===== src/rtl/jpeg_dct_pkg.sv =====
// Shared constants, state encoding and pixel packing for the JPEG row DCT/IDCT blocks.
// Q7 cosine constants: Ck = round(128*cos(k*pi/16)).
package jpeg_dct_pkg;

  localparam int IDCT_CW        = 9;
  localparam int IDCT_ACC_W     = 20;
  localparam int IDCT_OUT_SHIFT = 6;

  localparam int C1 = 126;
  localparam int C2 = 118;
  localparam int C3 = 106;
  localparam int C4 = 91;
  localparam int C5 = 71;
  localparam int C6 = 49;
  localparam int C7 = 25;

  typedef enum logic [1:0] {COLLECT, PIPE, HOLD} idct_state_t;

  // Pixel n lives in byte (7-n), so pixel0 is the most significant byte.
  function automatic logic [63:0] pix_place(input logic [63:0] word, input int n,
                                            input logic [7:0] p);
    logic [63:0] w;
    w = word;
    w[(7-n)*8 +: 8] = p;
    return w;
  endfunction

endpackage


===== src/rtl/idct_1d_row_dp.sv =====
// 8-point row IDCT datapath: S1 even products, S2 odd products + butterflies, S3 combine/clamp.
// Latency 3 enabled edges (stg_en[0..2]); no internal backpressure, coefs must stay stable.
// IDCT_ROUND_EN adds half an output LSB before the shift; otherwise the shift truncates.
module idct_1d_row_dp
  import jpeg_dct_pkg::*;
#(
  parameter int CW        = IDCT_CW,
  parameter int ACC_W     = IDCT_ACC_W,
  parameter int OUT_SHIFT = IDCT_OUT_SHIFT
) (
  input  logic                clk,
  input  logic                rst_n,
  input  logic [2:0]          stg_en,
  input  logic [7:0][CW-1:0]  coefs,
  output logic [63:0]         pix_out,
  output logic [7:0]          pix_sat
);

  typedef logic signed [ACC_W-1:0] acc_t;

  localparam acc_t K1 = acc_t'(C1);
  localparam acc_t K2 = acc_t'(C2);
  localparam acc_t K3 = acc_t'(C3);
  localparam acc_t K4 = acc_t'(C4);
  localparam acc_t K5 = acc_t'(C5);
  localparam acc_t K6 = acc_t'(C6);
  localparam acc_t K7 = acc_t'(C7);
  localparam acc_t PIX_MAX = acc_t'(255);
`ifdef IDCT_ROUND_EN
  localparam acc_t RND = acc_t'(1) <<< (OUT_SHIFT - 1);
`endif

  acc_t x [8];
  acc_t a0, a1, b0, b1;
  acc_t e [4];
  acc_t o [4];
  acc_t sum, p;
  logic [7:0]  px;
  logic [63:0] pix_nxt;
  logic [7:0]  sat_nxt;

  always_comb begin
    for (int k = 0; k < 8; k++) begin
      x[k] = acc_t'(signed'(coefs[k]));
    end
  end

  always_ff @(posedge clk or negedge rst_n) begin
    if (!rst_n) begin
      a0 <= '0;
      a1 <= '0;
      b0 <= '0;
      b1 <= '0;
    end else if (stg_en[0]) begin
      a0 <= K4 * (x[0] + x[4]);
      a1 <= K4 * (x[0] - x[4]);
      b0 <= K2 * x[2] + K6 * x[6];
      b1 <= K6 * x[2] - K2 * x[6];
    end
  end

  // Odd part signs come from folding k(2n+1)*pi/16 into the first quadrant.
  always_ff @(posedge clk or negedge rst_n) begin
    if (!rst_n) begin
      for (int i = 0; i < 4; i++) begin
        e[i] <= '0;
        o[i] <= '0;
      end
    end else if (stg_en[1]) begin
      e[0] <= a0 + b0;
      e[1] <= a1 + b1;
      e[2] <= a1 - b1;
      e[3] <= a0 - b0;
      o[0] <= K1 * x[1] + K3 * x[3] + K5 * x[5] + K7 * x[7];
      o[1] <= K3 * x[1] - K7 * x[3] - K1 * x[5] - K5 * x[7];
      o[2] <= K5 * x[1] - K1 * x[3] + K7 * x[5] + K3 * x[7];
      o[3] <= K7 * x[1] - K5 * x[3] + K3 * x[5] - K1 * x[7];
    end
  end

  always_comb begin
    pix_nxt = '0;
    sat_nxt = '0;
    sum     = '0;
    p       = '0;
    px      = '0;
    for (int n = 0; n < 8; n++) begin
      if (n < 4) sum = e[n] + o[n];
      else       sum = e[7-n] - o[7-n];
`ifdef IDCT_ROUND_EN
      sum = sum + RND;
`endif
      p = sum >>> OUT_SHIFT;
      if (p[ACC_W-1]) begin
        px = 8'h00;
        sat_nxt[7-n] = 1'b1;
      end else if (p > PIX_MAX) begin
        px = 8'hFF;
        sat_nxt[7-n] = 1'b1;
      end else begin
        px = p[7:0];
      end
      pix_nxt = pix_place(pix_nxt, n, px);
    end
  end

  always_ff @(posedge clk or negedge rst_n) begin
    if (!rst_n) begin
      pix_out <= '0;
      pix_sat <= '0;
    end else if (stg_en[2]) begin
      pix_out <= pix_nxt;
      pix_sat <= sat_nxt;
    end
  end

endmodule


===== src/rtl/idct_1d_row.sv =====
// Inverse 8-point row DCT: collects X0..X7 serially, emits 8 clamped pixels as one 64-bit word.
// Latency: out_valid rises 3 cycles after the X7 transfer; no coefs accepted until the row is taken.
// Output held under out_ready=0; optional rounding via IDCT_ROUND_EN (handled in the datapath).
module idct_1d_row
  import jpeg_dct_pkg::*;
#(
  parameter int CW        = IDCT_CW,
  parameter int ACC_W     = IDCT_ACC_W,
  parameter int OUT_SHIFT = IDCT_OUT_SHIFT
) (
  input  logic          clk,
  input  logic          rst_n,
  input  logic [CW-1:0] coef_in,
  input  logic          coef_first,
  input  logic          coef_valid,
  output logic          coef_ready,
  output logic [63:0]   pix_out,
  output logic [7:0]    pix_sat,
  output logic          out_valid,
  input  logic          out_ready
);

  idct_state_t         state, state_nxt;
  logic [2:0]          idx, idx_nxt;
  logic [1:0]          stg, stg_nxt;
  logic [2:0]          stg_en;
  logic                out_valid_nxt;
  logic                coef_xfer;
  logic [2:0]          wr_idx;
  logic [7:0][CW-1:0]  coefs;

  always_comb begin
    state_nxt     = state;
    idx_nxt       = idx;
    stg_nxt       = stg;
    stg_en        = '0;
    out_valid_nxt = out_valid;
    coef_ready    = 1'b0;
    coef_xfer     = 1'b0;
    case (state)
      COLLECT: begin
        coef_ready = 1'b1;
        coef_xfer  = coef_valid;
        if (coef_valid) begin
          if (coef_first) begin
            idx_nxt = 3'd1;
          end else if (idx == 3'd7) begin
            idx_nxt   = 3'd0;
            stg_nxt   = 2'd0;
            state_nxt = PIPE;
          end else begin
            idx_nxt = idx + 3'd1;
          end
        end
      end
      PIPE: begin
        stg_en  = 3'b001 << stg;
        stg_nxt = stg + 2'd1;
        if (stg == 2'd2) begin
          out_valid_nxt = 1'b1;
          state_nxt     = HOLD;
        end
      end
      HOLD: begin
        if (out_ready) begin
          out_valid_nxt = 1'b0;
          idx_nxt       = 3'd0;
          state_nxt     = COLLECT;
        end
      end
      default: state_nxt = COLLECT;
    endcase
  end

  // A row-start marker always lands in slot 0, dropping any partial row.
  assign wr_idx = coef_first ? 3'd0 : idx;

  always_ff @(posedge clk or negedge rst_n) begin
    if (!rst_n) begin
      state     <= COLLECT;
      idx       <= '0;
      stg       <= '0;
      out_valid <= 1'b0;
      coefs     <= '0;
    end else begin
      state     <= state_nxt;
      idx       <= idx_nxt;
      stg       <= stg_nxt;
      out_valid <= out_valid_nxt;
      if (coef_xfer) coefs[wr_idx] <= coef_in;
    end
  end

  idct_1d_row_dp #(
    .CW        (CW),
    .ACC_W     (ACC_W),
    .OUT_SHIFT (OUT_SHIFT)
  ) u_dp (
    .clk     (clk),
    .rst_n   (rst_n),
    .stg_en  (stg_en),
    .coefs   (coefs),
    .pix_out (pix_out),
    .pix_sat (pix_sat)
  );

endmodule


===== config.mk =====
export PLATFORM = sky130hd
export DESIGN_NAME = idct_1d_row
export DESIGN_NICKNAME = d
export VERILOG_FILES = /design/src/rtl/jpeg_dct_pkg.sv /design/src/rtl/idct_1d_row_dp.sv /design/src/rtl/idct_1d_row.sv
export SDC_FILE = /design/constraint.sdc
export NUM_CORES = 2
export LEC_CHECK = 0
export ABC_AREA = 1
export ABC_CLOCK_PERIOD_IN_PS = 6600
export CAP_MARGIN = 20
export CORE_MARGIN = 2
export CORE_UTILIZATION = 50
export CTS_CLUSTER_SIZE = 20
export DETAILED_ROUTE_END_ITERATION = 10
export PLACE_DENSITY_LB_ADDON = 0.3
export SYNTH_ARGS = -nofsm -noshare
export SYNTH_HDL_FRONTEND = slang
export SYNTH_SLANG_ARGS = --single-unit
export TNS_END_PERCENT = 1

===== constraint.sdc =====
create_clock -name clk -period 6.6 [get_ports clk]
set_clock_uncertainty 0.1 [all_clocks]
set_input_delay 0.66 -clock clk [delete_from_list [all_inputs] [get_ports clk]]
set_output_delay 0.66 -clock clk [all_outputs]
set_load 0.01 [all_outputs]

* Yosys cells after proc, flatten, opt, wreduce, memory -nomap -nowiden *
Cells that the tools add are included.
W data, S select, Z words.

storage, ports and cells
  logic and storage cells = 164
  flip-flop bits (word level) = 392
  input port bits = 14
  output and inout bits = 74

operators by class
  muxes and demuxes = 57
  equality and inequality tests = 9
  magnitude comparators = 10
  reduce and logical (&&, ||, !) cells = 9
  $add $sub $neg = 30
  multipliers = 22
  shift operators = 1

operator list
  operator                 count
  $add A20 B20 Y20         13
  $sub A20 B20 Y20         13
  $mul A7 B9 Y16 const A   12
  $mux W8                  16
  $gt A14 B9 Y1 const B    8
  $bwmux W72               1
  $mul A8 B9 Y17 const A   4
  $mul A6 B9 Y15 const A   4
  $mul A8 B20 Y20 const A  2
  $demux W9 S3             1
  $mux W1                  20
  $mux W3                  6
  $mux W2                  8
  $add A9 B9 Y10           1
  $ne A2 B2 Y1 const B     5
  $sub A9 B9 Y10           1
  $mux W9                  1
  $pmux W2 S3              1
  $pmux W3 S2              1
  $reduce_and A3 Y1        2
  $reduce_bool A2 Y1       3
  $reduce_and A5 Y1        1
  $eq A2 B2 Y1 const B     2
  $lt A3 B4 Y1 const B     1
  other kinds (11)         11

* Logic depth before layout (Yosys ltp) *
  depth after elaboration = 6
  depth in mapped cells = 32

* Cells and area by module *
From an unflattened synthesis, not the netlist that was laid out.

unflattened totals
  cell total of the unflattened synthesis = 7,987
  area, all modules = 62,368.6 um2

modules (own cells, without submodules)
  module          area an instance (um2)  times used  cells each
  idct_1d_row_dp  58,920.3                1           7,591
  idct_1d_row     3,448.3                 1           396

* Worst setup path before layout *
No wires, ideal clock.

  kind = reg2reg
  start = register coefs[35] (netlist bit)
  end = register u_dp.o[38] (netlist bit)
  required time = 6,369 ps
  cell stages (with the launch flop) = 29
  path slack = -683 ps
  arrival = 7,053 ps
  buffers on the path = 1
  clock period less this slack = 7,283 ps
  cells stage by stage = dfrtp_1 -> buf_2 -> inv_1 -> fa_1 -> inv_1 -> fa_1 -> fa_1 -> inv_1 -> fa_1 -> inv_1 -> ha_1 -> nand2_1 -> nor2_1 -> nand3_1 -> o2111ai_1 -> nand3_1 -> o21ai_0 -> xnor2_1 -> fa_1 -> inv_1 -> fa_1 -> ha_1 -> inv_1 -> nor4_1 -> nand4_1 -> nand3_1 -> nand2_1 -> nand3_1 -> o21ai_0

between the ends
  cells in the longest elaborated chain, start to end = 4

RTL lines
  what                               RTL line              text
  from (decl)                        idct_1d_row.sv:30     logic [7:0][CW-1:0] coefs;
  from (signal, indexed assignment)  idct_1d_row.sv:90     if (coef_xfer) coefs[wr_idx] <= coef_in;
  $mul A7 B9 Y16                     idct_1d_row_dp.sv:76  o[2] <= K5 * x[1] - K1 * x[3] + K7 * x[5] + K3 * x[7];
  $sub A20 B20 Y20                   idct_1d_row_dp.sv:76
  $add A20 B20 Y20 (2 in a row)      idct_1d_row_dp.sv:76
  to (decl)                          idct_1d_row_dp.sv:36  acc_t o [4];

No other way between the ends.
A chain may end at the register's enable or synchronous reset.

* Final worst setup path *
  start = register coefs[32] (netlist bit)
  end = register u_dp.o[34] (netlist bit)

The elaborated chain is that of the path after synthesis.

==> summary.md <==
| Metric | Value |
|---|---|
| Share of layout cells above drive strength 1 | 9.10% |
| CP Data Arrival Time | 6900 ps |
| Max-cap violations | 0 |
| Hold EP | u_dp.pix_out[6]$_DFFE_PN0P_ |
| Final Max Tran Viols | 0 |
| CTS root buf | clkbuf_16 |
| Syn_nets | 9,510 |
| Critical Path RT | 7000 ps |
| Min-delay worst type | reg -> reg |
| WL final | 200,000 um |
| Grt ovf | 0 |
| CTS Buffer Depth | 3 |
| Die span in x | 353 um |
| Status | complete, no violations |
| Sink Count | 389 |
| # H-tree levels | 2 |
| Drt via density | 5.41 |
| IO Port Bufs | 87 |
| Tmin final | 6500 ps |
| Fin crit share | 98.5% |
| Top cell type's share of synthesized area | 19.9% |
| Drt wl/cell | 20.0 um |
| Syn. warnings | 0 |
| Initial antenna violation count | 20 |
| Worst Path Buf+Inv | 8 |
| CP endpoint kind | flop |
| R2R depth | 28 |
| GRT Util Overall | 31.9% |
| Post-Synth Adder-Cell Area | 36.1% |
| Fill cell count | 11,600 |
| Largest family of logic cells by synthesized area | adder cells |
| TritonCTS clock tree | built |
| GP Congestion | 1.03 |
| Routed vias | 54,300 |
| I/O pins | 88 |
| Syn Area/Cell | 7.59 um^2 |
| Clk pin slew, worst setup/hold paths | 70 ps |
| Cell Area, Synth | 0.0610 mm^2 |
| Top post-synthesis cells by area | ha_1 20%, fa_1 16%, dfrtp_1 16% |
| Post-DP HPWL | 170,000 um |
| Vias in the first global route | 53,400 |
| CTS buffer count | 50 |
| Main flop type after synthesis | dfrtp_1 |
| Slowest Stage Delay on Critical Path | 540 ps |
| Worst skew pair latency | 660 ps |
| Seq cells post-synth | 389 |
| Routed Antenna Nets | 0 |
| Max Freq | 0.154 GHz |
| Final Hold Fails | 0 |
| First-pass GRT wire length | 309,000 um |
| CP max-delay cell | fa_1 |
| Worst Setup SP | coefs[32]$_DFFE_PN0P_ |
| Die height | 353 um |
| Worst slew margin relative to its limit | 22.5% |
| Initial Utilization | 50.2% |
| DR iter-0 viols | 4,072 |
| Critical Path Fanout Max | 3 |
| Cell mode on critical path | fa_1 |
| Gate Count Post-Synth | 8,034 |
| Final setup vio count | 0 |
| CP delay by family, top | adder cells |
| Core area | 0.121 mm^2 |
| Hold Startpoint | u_dp.pix_out[6]$_DFFE_PN0P_ |
| Register area | 0.00975 mm^2 |
| Synth async-reset ratio | 100% |
| Reg-to-reg setup timing slack | 100 ps |
| DRC viols | 0 |
| Distinct cells, synth | 65 |
| Synth Area in Simple Gates | 18.3% |
| Die area | 0.125 mm^2 |
| Post-synthesis mux area share | 0% |
| Unrepaired setup endpoints after global routing | true |
| R2r endpoint | u_dp.o[34]$_DFFE_PN0P_ |
| Worst r2r src | coefs[32]$_DFFE_PN0P_ |
| Row cnt | 128 |
| Worst-margin pin slew | 1160 ps |
| Post-synthesis sequential area ratio | 16.0% |
| Post-Synth XOR/XNOR Area | 6.82% |
| Setup CP Type | reg -> reg |
| Post-synth EDFFs | 0 |
| Largest net degree at the start of global routing | 196 |
| Pre-CTS WS | -161 ps |
| Area grow syn2layout | 12.9% |
| Area of the multi-input gates | 0.0459 mm^2 |
| Final Net Count | 9,835 |
| Largest area contributor in the synthesized netlist | ha_1 |
| Router iterations before antenna repair | 6 |
| Setup WS post-layout | 99.2 ps |
| Post-synthesis compound-gate area fraction | 12.0% |
| Startpoint Class | flop |
| Crit path depth | 28 |
| WHS Path Cells | 2 |
==> routing by layer <==
metal,share of wire (%),track usage [%],wire [um],vias to the layer above
li1,-,-,-,26200
met2,45,51.4,90200,1518
met5,0.040,0,81,-
met1,45,44.6,91000,26200
met3,6.0,4.25,12000,307
met4,3.4,9.91,6900,12
==> through the flow <==
step                instance area, um^2  util [%]  hold WS [ps]  TNS (ps)  instances
floorplan                         61100         -           264      -412       8034
global placement                  65600      54.0           363      -789       9913
detailed placement                65600      54.0           364     -1140       9913
CTS                               67500      55.6           380      -129      10000
global route                      68800      56.7           400     -2900      10000
finish                            68800      56.7           372         0      10000
==> worst max path at each step <==
| stage | endpoint |
|---|---|
| 2_1_floorplan | u_dp.o[38]$_DFFE_PN0P_ |
| 3_3_place_gp | u_dp.o[39]$_DFFE_PN0P_ |
| 3_5_place_dp | u_dp.o[19]$_DFFE_PN0P_ |
| 4_1_cts | u_dp.o[38]$_DFFE_PN0P_ |
| 5_1_grt | u_dp.o[39]$_DFFE_PN0P_ |
| 6_report | u_dp.o[34]$_DFFE_PN0P_ |
==> repair_timing <==
action / 4_1_cts / 5_1_grt
endpoints found under the setup margin: 26 / 35
pin swaps: 8 / 106
resized for setup: 27 / 235
endpoints found under the hold margin: 76 / 0
hold buffers: 1 / 0
gates cloned: 0 / 0
buffers inserted: 0 / 19
==> Yosys cell counts, types with 11 or more instances <==
| master | n |
|---|---|
| a211oi_1 | 12 |
| a21o_1 | 44 |
| a21oi_1 | 561 |
| a21oi_2 | 11 |
| a31oi_1 | 30 |
| and2_1 | 13 |
| buf_2 | 40 |
| buf_4 | 29 |
| clkbuf_1 | 66 |
| dfrtp_1 | 389 |
| fa_1 | 493 |
| ha_1 | 969 |
| inv_1 | 1526 |
| inv_2 | 38 |
| nand2_1 | 1675 |
| nand2_2 | 30 |
| nand3_1 | 326 |
| nand3b_1 | 12 |
| nand4_1 | 61 |
| nor2_1 | 405 |
| nor2_2 | 13 |
| nor3_1 | 69 |
| nor4_1 | 21 |
| o2111ai_1 | 15 |
| o211ai_1 | 16 |
| o21a_1 | 11 |
| o21ai_0 | 466 |
| o21ai_1 | 49 |
| o21bai_1 | 50 |
| o31ai_1 | 24 |
| or2_2 | 14 |
| xnor2_1 | 140 |
| xor2_1 | 331 |
==> kinds of logic after synthesis <==
group,Yosys count
and+or+nand+nor,2674
buffers and inverters,1710
adders and majority gates,1462
AOI/OAI and AO/OA,1326
xor gates and xnor gates,473
DFF,389
==> layout by cell type, fill, tap and decap left out, types with 44 or more instances in the layout <==
master / netlist / final
o21bai_1: 50 / 46
fa_1: 493 / 482
ha_1: 969 / 927
clkbuf_16: 0 / 51
nand2_1: 1675 / 1658
nor3_1: 69 / 60
buf_4: 29 / 313
a21o_1: 44 / 44
xor2_1: 331 / 317
o21ai_1: 49 / 73
nand4_1: 61 / 61
xnor2_1: 140 / 133
dfrtp_1: 389 / 379
nand3_1: 326 / 320
clkdlybuf4s50_1: 0 / 86
inv_1: 1526 / 1508
a21oi_1: 561 / 532
o21ai_0: 466 / 427
inv_2: 38 / 55
nor2_1: 405 / 393
==> cell type report <==
type | instances | share of cell area [%]
multi-input cells | 5935 | 66.7
flip-flops and latches | 389 | 14.2
inverters | 1569 | 8.56
repair buffers | 414 | 4.99
well taps | 1625 | 2.95
clock buffers | 62 | 1.97
clock inverters | 28 | 0.662
diodes | 6 | 0.0218
==> flip-flops by register name, summed over array words and instances (netlist names) <==
name          flops
coefs            72
idx               3
out_valid         1
state             2
stg               2
u_dp.a0          19
u_dp.a1          20
u_dp.b0          20
u_dp.b1          20
u_dp.e           78
u_dp.o           80
u_dp.pix_out     64
u_dp.pix_sat      8
==> tightest hold or removal path, cell delays in order, from the launching register on <==
cell	delay, ps
dfrtp_1	340
nand2_1	50
nand2_1	50
Power is left out: the tool's default activity adds up to more than one toggle a clock period on the data nets, which glitch-free logic cannot reach.
